[config.mk]
export PLATFORM = sky130hd
export DESIGN_NAME = fifo_uart_tx
export DESIGN_NICKNAME = d
export VERILOG_FILES = /design/src/rtl/fifo_uart_pkg.sv /design/src/rtl/uart_baud_tick.sv /design/src/rtl/fifo_uart_tx.sv
export SDC_FILE = /design/constraint.sdc
export NUM_CORES = 1
export LEC_CHECK = 0
export BUFFER_PORTS_ARGS = -buffer_cell sky130_fd_sc_hd__buf_4
export CORE_UTILIZATION = 30
export CTS_CLUSTER_SIZE = 16
export DETAILED_ROUTE_END_ITERATION = 8
export SYNTH_ARGS = -nofsm -noshare
export SYNTH_HDL_FRONTEND = slang
export SYNTH_SLANG_ARGS = --single-unit
[constraint.sdc]
create_clock -name clk -period 2.2 [get_ports clk]
set_input_delay 0.22 -clock clk [delete_from_list [all_inputs] [get_ports clk]]
set_output_delay 0.22 -clock clk [all_outputs]
set_load 0.02 [all_outputs]
[src/rtl/fifo_uart_pkg.sv]
// Shared state encoding and sizing helpers for the FIFO-fed UART transmitter.
package fifo_uart_pkg;

  typedef enum logic [2:0] {
    IDLE   = 3'd0,
    POP    = 3'd1,
    LOAD   = 3'd2,
    START  = 3'd3,
    DATA   = 3'd4,
    PARITY = 3'd5,
    STOP   = 3'd6
  } tx_state_e;

  localparam int unsigned DATA_W_DEF = 8;
  localparam int unsigned BIT_IDX_W  = $clog2(DATA_W_DEF);

  // Width of a counter running 0..n-1, never narrower than one bit.
  function automatic int unsigned cnt_w(input int unsigned n);
    return (n > 2) ? $clog2(n) : 1;
  endfunction

endpackage

[src/rtl/uart_baud_tick.sv]
// Bit-period counter: tick marks the last clk of a serial bit, pre_tick the clk before it.
module uart_baud_tick
  import fifo_uart_pkg::*;
#(
  parameter int unsigned CLKS_PER_BIT = 16
) (
  input  logic clk,
  input  logic reset,
  input  logic clr,
  output logic tick,
  output logic pre_tick
);

  localparam int unsigned    CNT_W    = cnt_w(CLKS_PER_BIT);
  localparam logic [CNT_W-1:0] LAST     = CNT_W'(CLKS_PER_BIT - 1);
  localparam logic [CNT_W-1:0] PRE_LAST = CNT_W'(CLKS_PER_BIT - 2);

  logic [CNT_W-1:0] cnt_q;
  logic [CNT_W-1:0] cnt_d;

  always_comb begin
    cnt_d = cnt_q + CNT_W'(1);
    if (clr || (cnt_q == LAST)) begin
      cnt_d = '0;
    end
  end

  // Flags are registered from the next count so they align with cnt_q.
  always_ff @(posedge clk or negedge reset) begin
    if (!reset) begin
      cnt_q    <= '0;
      tick     <= 1'b0;
      pre_tick <= 1'b0;
    end else begin
      cnt_q    <= cnt_d;
      tick     <= (cnt_d == LAST);
      pre_tick <= (cnt_d == PRE_LAST);
    end
  end

endmodule

[src/rtl/fifo_uart_tx.sv]
// Pops bytes from an upstream FIFO and sends each as an LSB-first UART frame
// (start, data, optional parity, one stop bit).
module fifo_uart_tx
  import fifo_uart_pkg::*;
#(
  parameter int unsigned DATA_W       = DATA_W_DEF,
  parameter int unsigned CLKS_PER_BIT = 16,
  parameter int unsigned PARITY_EN    = 0,
  parameter int unsigned PARITY_ODD   = 0
) (
  input  logic              clk,
  input  logic              reset,
  input  logic              enable,
  input  logic [DATA_W-1:0] fifo_dout,
  input  logic              fifo_empty,
  output logic              fifo_re,
  output logic              tx,
  output logic              busy,
  output logic              tx_done
);

  localparam int unsigned IDX_W = (DATA_W == DATA_W_DEF) ? BIT_IDX_W : cnt_w(DATA_W);
  localparam logic [IDX_W-1:0] LAST_IDX = IDX_W'(DATA_W - 1);
  localparam logic PAR_INV = (PARITY_ODD != 0);
  localparam logic HAS_PAR = (PARITY_EN != 0);

  tx_state_e         state_q, state_d;
  logic [DATA_W-1:0] shift_q, shift_d;
  logic [IDX_W-1:0]  bit_q, bit_d;
  logic              parity_q, parity_d;
  logic              tx_d, busy_d, fifo_re_d, tx_done_d;
  logic              baud_clr, baud_tick, baud_pre_tick;

  uart_baud_tick #(
    .CLKS_PER_BIT(CLKS_PER_BIT)
  ) u_baud (
    .clk     (clk),
    .reset   (reset),
    .clr     (baud_clr),
    .tick    (baud_tick),
    .pre_tick(baud_pre_tick)
  );

  // Next-state logic; outputs are derived from the next state so the
  // registered outputs line up with the state they belong to.
  always_comb begin
    state_d   = state_q;
    shift_d   = shift_q;
    bit_d     = bit_q;
    parity_d  = parity_q;
    baud_clr  = 1'b0;
    tx_d      = 1'b1;
    busy_d    = 1'b0;
    fifo_re_d = 1'b0;
    tx_done_d = 1'b0;

    case (state_q)
      IDLE: begin
        baud_clr = 1'b1;
        if (enable && !fifo_empty) begin
          state_d = POP;
        end
      end
      POP: begin
        baud_clr = 1'b1;
        state_d  = LOAD;
      end
      LOAD: begin
        baud_clr = 1'b1;
        shift_d  = fifo_dout;
        parity_d = (^fifo_dout) ^ PAR_INV;
        state_d  = START;
      end
      START: begin
        if (baud_tick) begin
          bit_d   = '0;
          state_d = DATA;
        end
      end
      DATA: begin
        if (baud_tick) begin
          shift_d = shift_q >> 1;
          if (bit_q == LAST_IDX) begin
            state_d = HAS_PAR ? PARITY : STOP;
          end else begin
            bit_d = bit_q + IDX_W'(1);
          end
        end
      end
      PARITY: begin
        if (baud_tick) begin
          state_d = STOP;
        end
      end
      STOP: begin
        if (baud_tick) begin
          state_d = IDLE;
        end
      end
      default: begin
        state_d = IDLE;
      end
    endcase

    case (state_d)
      START:   tx_d = 1'b0;
      DATA:    tx_d = shift_d[0];
      PARITY:  tx_d = parity_d;
      default: tx_d = 1'b1;
    endcase

    busy_d    = (state_d != IDLE);
    fifo_re_d = (state_d == POP);
    tx_done_d = (state_q == STOP) && baud_pre_tick;
  end

  always_ff @(posedge clk or negedge reset) begin
    if (!reset) begin
      state_q  <= IDLE;
      shift_q  <= '0;
      bit_q    <= '0;
      parity_q <= 1'b0;
      tx       <= 1'b1;
      busy     <= 1'b0;
      fifo_re  <= 1'b0;
      tx_done  <= 1'b0;
    end else begin
      state_q  <= state_d;
      shift_q  <= shift_d;
      bit_q    <= bit_d;
      parity_q <= parity_d;
      tx       <= tx_d;
      busy     <= busy_d;
      fifo_re  <= fifo_re_d;
      tx_done  <= tx_done_d;
    end
  end

endmodule

==> results of run 1 <==
[power by group through the flow]
stage               logic [mW]  registers, mW  clock network, mW
finish                  0.0724          0.483              0.274
global route            0.0808          0.485              0.303
CTS                     0.0746          0.484              0.286
detailed placement      0.0738          0.492                  0
global placement        0.0712          0.492                  0
floorplan               0.0372          0.491                  0
[critical path, stage by stage, from the launching register on]
cell and delay (ps):
dfrtp_1 630, or3b_1 430, o2bb2ai_2 160, nand2_2 110, mux2_4 310
[area by class of cell]
cell class	count	area, µm²	area share (%)
flip-flops and latches	25	627	42.8
multi-input cells	86	584	39.9
repair buffers	17	130	8.89
well taps	50	62.6	4.27
clock buffers	4	45.0	3.08
inverters	4	15.0	1.03
[cell usage after synthesis (2+ instances only)]
library cell	count
nor2b_1	2
xnor2_1	9
dfrtp_1	24
a22oi_1	6
ha_1	3
o21ai_0	2
buf_2	4
nor2_1	10
nand2_1	17
a21oi_1	5
nand3_1	2
nor3_1	2
a22o_1	3
mux2_4	3
nor3b_1	3
and3_1	2
inv_1	4
[cell families after synthesis]
| logic type | Yosys count |
|---|---|
| flip-flops | 25 |
| AND/OR/NAND/NOR | 45 |
| adder cells (fa/ha/maj) | 3 |
| buffers and inverters | 9 |
| XOR/XNOR | 10 |
| multiplexers | 3 |
| AO/OA/AOI/OAI | 25 |
[registers in the layout, indices dropped and copies added (netlist names), 3 cells and up]
name and cells:
state_q 3, bit_q 3, u_baud.cnt_q 4, shift_q 8
[what timing repair did]
item | CTS | global route
hold buffers | 1 | 0
resized for setup | 0 | 0
hold endpoints to repair | 24 | 0
[per-stage QoR]
step,utilization (%),hold WS [ps],setup slack [ps]
6_report,36.6,108,455
5_1_grt,36.6,91.8,355
4_1_cts,36.6,101,473
3_5_place_dp,35.2,144,481
3_3_place_gp,35.2,138,529
2_1_floorplan,-,-75.6,647
[metal layers]
metal | track usage [%] | up-vias | routed length (µm)
li1 | - | 456 | -
met5 | 0 | - | 0
met3 | 4.11 | 3 | 66
met1 | 15.4 | 420 | 1050
met4 | 2.39 | 0 | 12
met2 | 19.8 | 8 | 1090
[how the worst min path moves through the flow]
stage / startpoint / to / slack (ps) / depth (start not counted)
after floorplan: reset / bit_q[0] / -80 / 0
after detailed placement: reset / shift_q[5] / 140 / 1
after CTS: fifo_empty / fifo_re / 100 / 2
final: fifo_empty / fifo_re / 110 / 2
after global placement: reset / shift_q[5] / 140 / 1
after global routing: fifo_empty / fifo_re / 90 / 2
==> results.ini, run 1 <==
[outcome]
status=finished clean

[setup_path]
worst-path-max-fanout=17
cp.arrival_ps=1900
r2r_setup_slack_ps=460
rr_endpoint=bit_q[0]
required_ps=2360
critical_path_class=flip-flop to flip-flop
cp-start-kind=flip-flop
critical_path.reg2reg.startpoint=state_q[2]
endpoint=bit_q[0]
endpoint_kind=flip-flop
reg2reg_depth=4
worstSetupStartpoint=state_q[2]

[layout]
n_antenna_cell=0
postLayoutCellArea_um2=1460
layout_commonest_cell=dfrtp_1
syn_to_final_growth_pct=16.4
final_layout_size_suffix_gt1_share_pct=21.3
stdcell_count=186
fill_cells=393
mostFrequentLayoutCells=dfrtp_1 (24), nand2_1 (17), buf_4 (16)
final_nets=152

[pwr]
power.switching_mw=0.187
peakVddDrop_uv=354
total_power_mw=0.830
seqPwrFrac_pct=58.2
leakagePower_nw=0.642
clkPwrFrac_pct=33.1
swShare_pct=22.5
intPower_mw=0.643
power_frac_comb_pct=8.7
power_density_nw_per_um2=567

[clocking]
cts-buffers-inserted=3
cts.path.max_buffers=2
htree_num_levels=1
cts_setup_buffers=0
clockRootBuffer=clkbuf_8
worstSkewPairLatency_ps=270
clkTransAtPathRegs_ps=90
cts_tree=done
clkSinkCount=25

[synthesis]
yosys.area_share.simple_pct=17.8
synth_area_leader_cell=dfrtp_1
ys_seq_area_share_pct=49.9
synth_xor_xnor_area_share_pct=6.97
ys.flop_type=dfrtp_1
synth-seq-cells=25
synth_edf_count=0
synth_top_family_by_area=simple AND/OR/NAND/NOR gates
synthesis.nets=135
yosys_warnings=0
avgSynthCellArea_um2=10.5
synth_fa_ha_area_share_pct=2.99
netlist_area_um2=1260
synth_compound_area_share_pct=15.1
synthArstFlopShare_pct=100
synth_top_cell_area_share_pct=47.8
syn_inst=120
netlist_top_cells_area=dfrtp_1 (48%), xnor2_1 (6.3%), nand2_1 (5.1%)
synthDistinctLibCells=36
synth_mux_area_share_pct=3.58

[timing]
hold_violations=0
tns_ps=0
setup_viol=0
post-route-period-util_pct=79.3
tightest_slew_ps=451
fmax_ghz=0.573
period_needed_ps=1740
rsz0062_at_grt=no
slew_viol_final=0
relSlewSlack_pct=69.9
fin_skew_ps=5.41

[placement]
place_hpwl_mm=1.64
gp_congestion=0.829
dpl-instance-area_um2=1410
dp_cells=181
portBuffers=15

[detailed_routing]
ant_nets=0
first_iter_violations=17
via_per_inst=4.77
wl_per_cell_um=11.9
wl_mm=2.22
vias=887
drt-pass1-iter-count=4
drc_errors=0

[floorplanning]
dieArea_um2=4450
io_pins=16
num_rows=23
initial_utilization_pct=31.4
die_w_um=66.7
core-area_um2=4000
die_h_um=66.7

[global_route]
grt_antenna_before_repair=0
grt_pass1_vias=880
grt_max_degree=26
grt_pass1_wl_mm=4.02
grt_overflow_total=0
grt.total_usage_pct=12.1

[job]
drv_cap=0

[worst_hold_path]
hold_path.class=primary input to flip-flop

No activity file was read; power rests on OpenSTA's default activity.
==> run 2, diff against run 1 <==
Clock period 2.2 ns to 1.7 ns, I/O delays scaled along.
==> run 2 against run 1 <==
Against the previous run: maximum frequency up 6.5%; clock skew down 4.7 ps; count of clock-buffer cells in the layout unchanged; critical path type unchanged; highest routed layer unchanged.
==> results.ini, run 2 (synthesis results as in run 1) <==
[timing]
period_needed_ps=1640  ; was 1740 ps
tns_ps=0  ; unchanged
fin_skew_ps=0.693  ; was 5.41 ps
slew_viol_final=0  ; unchanged
fmax_ghz=0.611  ; was 0.573 GHz
rsz0062_at_grt=no  ; unchanged
post-route-period-util_pct=96.3  ; was 79.3%
relSlewSlack_pct=69.6  ; was 69.9%
hold_violations=0  ; unchanged
setup_viol=0  ; unchanged
tightest_slew_ps=454  ; was 451 ps

[setup_path]
reg2reg_depth=4  ; unchanged
required_ps=1850  ; was 2360 ps
slowest_stage=dfrtp_1  ; unchanged
worst-path-max-fanout=11  ; was 17
crit_path_max_incr_delay_ps=490  ; was 630 ps
cp_cell_sequence=or3b_1 > o2bb2ai_2 > nand2_2 > mux2_4  ; unchanged
critical_path.reg2reg.startpoint=state_q[1]  ; was state_q[2]
cp-start-kind=flip-flop  ; unchanged
r2r_setup_slack_ps=60  ; was 460 ps
critical_path_class=flip-flop to flip-flop  ; unchanged
rr_endpoint=bit_q[0]  ; unchanged
endpoint_kind=flip-flop  ; unchanged
cp.arrival_ps=1790  ; was 1900 ps

[worst_hold_path]
hold_path_depth=2  ; unchanged
hp-start=fifo_empty  ; unchanged
hold_path.class=primary input to flip-flop  ; unchanged
min_to=fifo_re  ; unchanged

[floorplanning]
die_h_um=66.7  ; unchanged
num_rows=23  ; unchanged
core-area_um2=4000  ; unchanged
initial_utilization_pct=31.4  ; unchanged
die_w_um=66.7  ; unchanged
dieArea_um2=4450  ; unchanged
io_pins=16  ; unchanged

[global_route]
grt_overflow_total=0  ; unchanged
grt_pass1_vias=975  ; was 880
grt_max_degree=26  ; unchanged
grt_pass1_wl_mm=4.15  ; was 4.02 mm
grt_antenna_before_repair=0  ; unchanged
grt.total_usage_pct=12.4  ; was 12.1%

[outcome]
status=finished clean  ; unchanged

[clocking]
cts_setup_buffers=0  ; unchanged
worstSkewPairLatency_ps=260  ; was 270 ps
clkSinkCount=25  ; unchanged
cts_tree=done  ; unchanged
cts.path.max_buffers=2  ; unchanged
htree_num_levels=1  ; unchanged
clkTransAtPathRegs_ps=80  ; was 90 ps
cts-buffers-inserted=3  ; unchanged
clockRootBuffer=clkbuf_8  ; unchanged

[pwr]
power_density_nw_per_um2=712  ; was 567 nW/µm²
leakagePower_nw=0.660  ; was 0.642 nW
peakVddDrop_uv=332  ; was 354 µV

[placement]
dp_cells=184  ; was 181
portBuffers=15  ; unchanged
gp_congestion=0.834  ; was 0.829
place_hpwl_mm=1.77  ; was 1.64 mm

[layout]
final_layout_size_suffix_gt1_share_pct=23.7  ; was 21.3%
fill_cells=387  ; was 393
final_util_pct=37.3  ; was 36.6%
top_regs=shift_q (8), u_baud.cnt_q (4)  ; unchanged
mostFrequentLayoutCells=dfrtp_1 (24), buf_4 (19), nand2_1 (17)  ; was dfrtp_1 (24), nand2_1 (17), buf_4 (16)
max_flop_register=shift_q  ; unchanged
largest_reg_flops=8  ; unchanged
n_antenna_cell=0  ; unchanged
final_nets=155  ; was 152
stdcell_count=189  ; was 186
layout_commonest_cell=dfrtp_1  ; unchanged
syn_to_final_growth_pct=18.8  ; was 16.4%

[detailed_routing]
vias=933  ; was 887
wl_mm=2.40  ; was 2.22 mm
wl_per_cell_um=12.7  ; was 11.9 µm
ant_nets=0  ; unchanged
drt-pass1-iter-count=4  ; unchanged
drc_errors=0  ; unchanged
via_per_inst=4.94  ; was 4.77
first_iter_violations=32  ; was 17

[job]
drv_cap=0  ; unchanged

==> run 2: changes by cell type in the layout (fill, tap and decap cells not counted) <==
cell,delta
o32ai_1,-1
buf_4,+3
o32ai_2,+1
==> run 2: worst max path at each step <==
stage               start  endpoint  slack (ps)  cells after the start
2_1_floorplan  state_q[1]  bit_q[0]         150                      5
3_3_place_gp   state_q[1]  bit_q[0]         140                      4
3_5_place_dp   state_q[1]  bit_q[0]          90                      4
4_1_cts        state_q[1]  bit_q[0]          70                      4
5_1_grt        state_q[1]        tx           8                      5
6_report       state_q[1]  bit_q[0]          60                      4
==> run 2: what timing repair did <==
item | 4_1_cts | 5_1_grt
hold buffers | 1 | 0
endpoints found under the hold margin | 24 | 0
endpoints found under the setup margin | 0 | 1
gates resized for setup | 0 | 1
==> run 2: critical path: cells and delay by family (launching register included) <==
| kind | cells | cell delay, ps |
|---|---|---|
| flip-flops | 1 | 490 |
| multiplexers | 1 | 310 |
| AND/OR/NAND/NOR | 2 | 560 |
| AO/OA/AOI/OAI | 1 | 170 |
==> run 2: power by group <==
part | leakage [nW] | switching (mW) | internal [mW] | total [mW]
combinational | 0.348 | 0.0449 | 0.0505 | 0.0954
sequential | 0.289 | 0.00915 | 0.614 | 0.623
clock | 0.0228 | 0.177 | 0.167 | 0.345
==> run 2: metrics by stage <==
| step | total power [mW] | setup WS [ps] | hold WS, ps | cell area [µm²] |
|---|---|---|---|---|
| after floorplan | 0.683 | 147 | -126 | 1260 |
| final | 1.06 | 62.5 | 63.5 | 1490 |
| after global routing | 1.12 | 7.54 | 55.3 | 1490 |
| after CTS | 1.09 | 73.0 | 54.5 | 1490 |
| after detailed placement | 0.732 | 85.7 | 97.0 | 1430 |
| after global placement | 0.729 | 144 | 93.7 | 1430 |
==> run 2: layer usage <==
metal,vias up,global-route usage (%),wire [µm]
met5,-,0,0
met4,0,7.45,25
met3,4,2.23,47
met2,15,21.5,1280
met1,456,14.0,1040
li1,458,-,-
==> run 2: cell type report <==
| type | instances | area (µm²) | area share (%) |
|---|---|---|---|
| Inverter | 4 | 15.0 | 1.01 |
| Multi-Input combinational cell | 86 | 592 | 39.6 |
| Tap cell | 50 | 62.6 | 4.19 |
| Timing Repair Buffer | 20 | 153 | 10.2 |
| Sequential cell | 25 | 627 | 42.0 |
| Clock buffer | 4 | 45.0 | 3.02 |
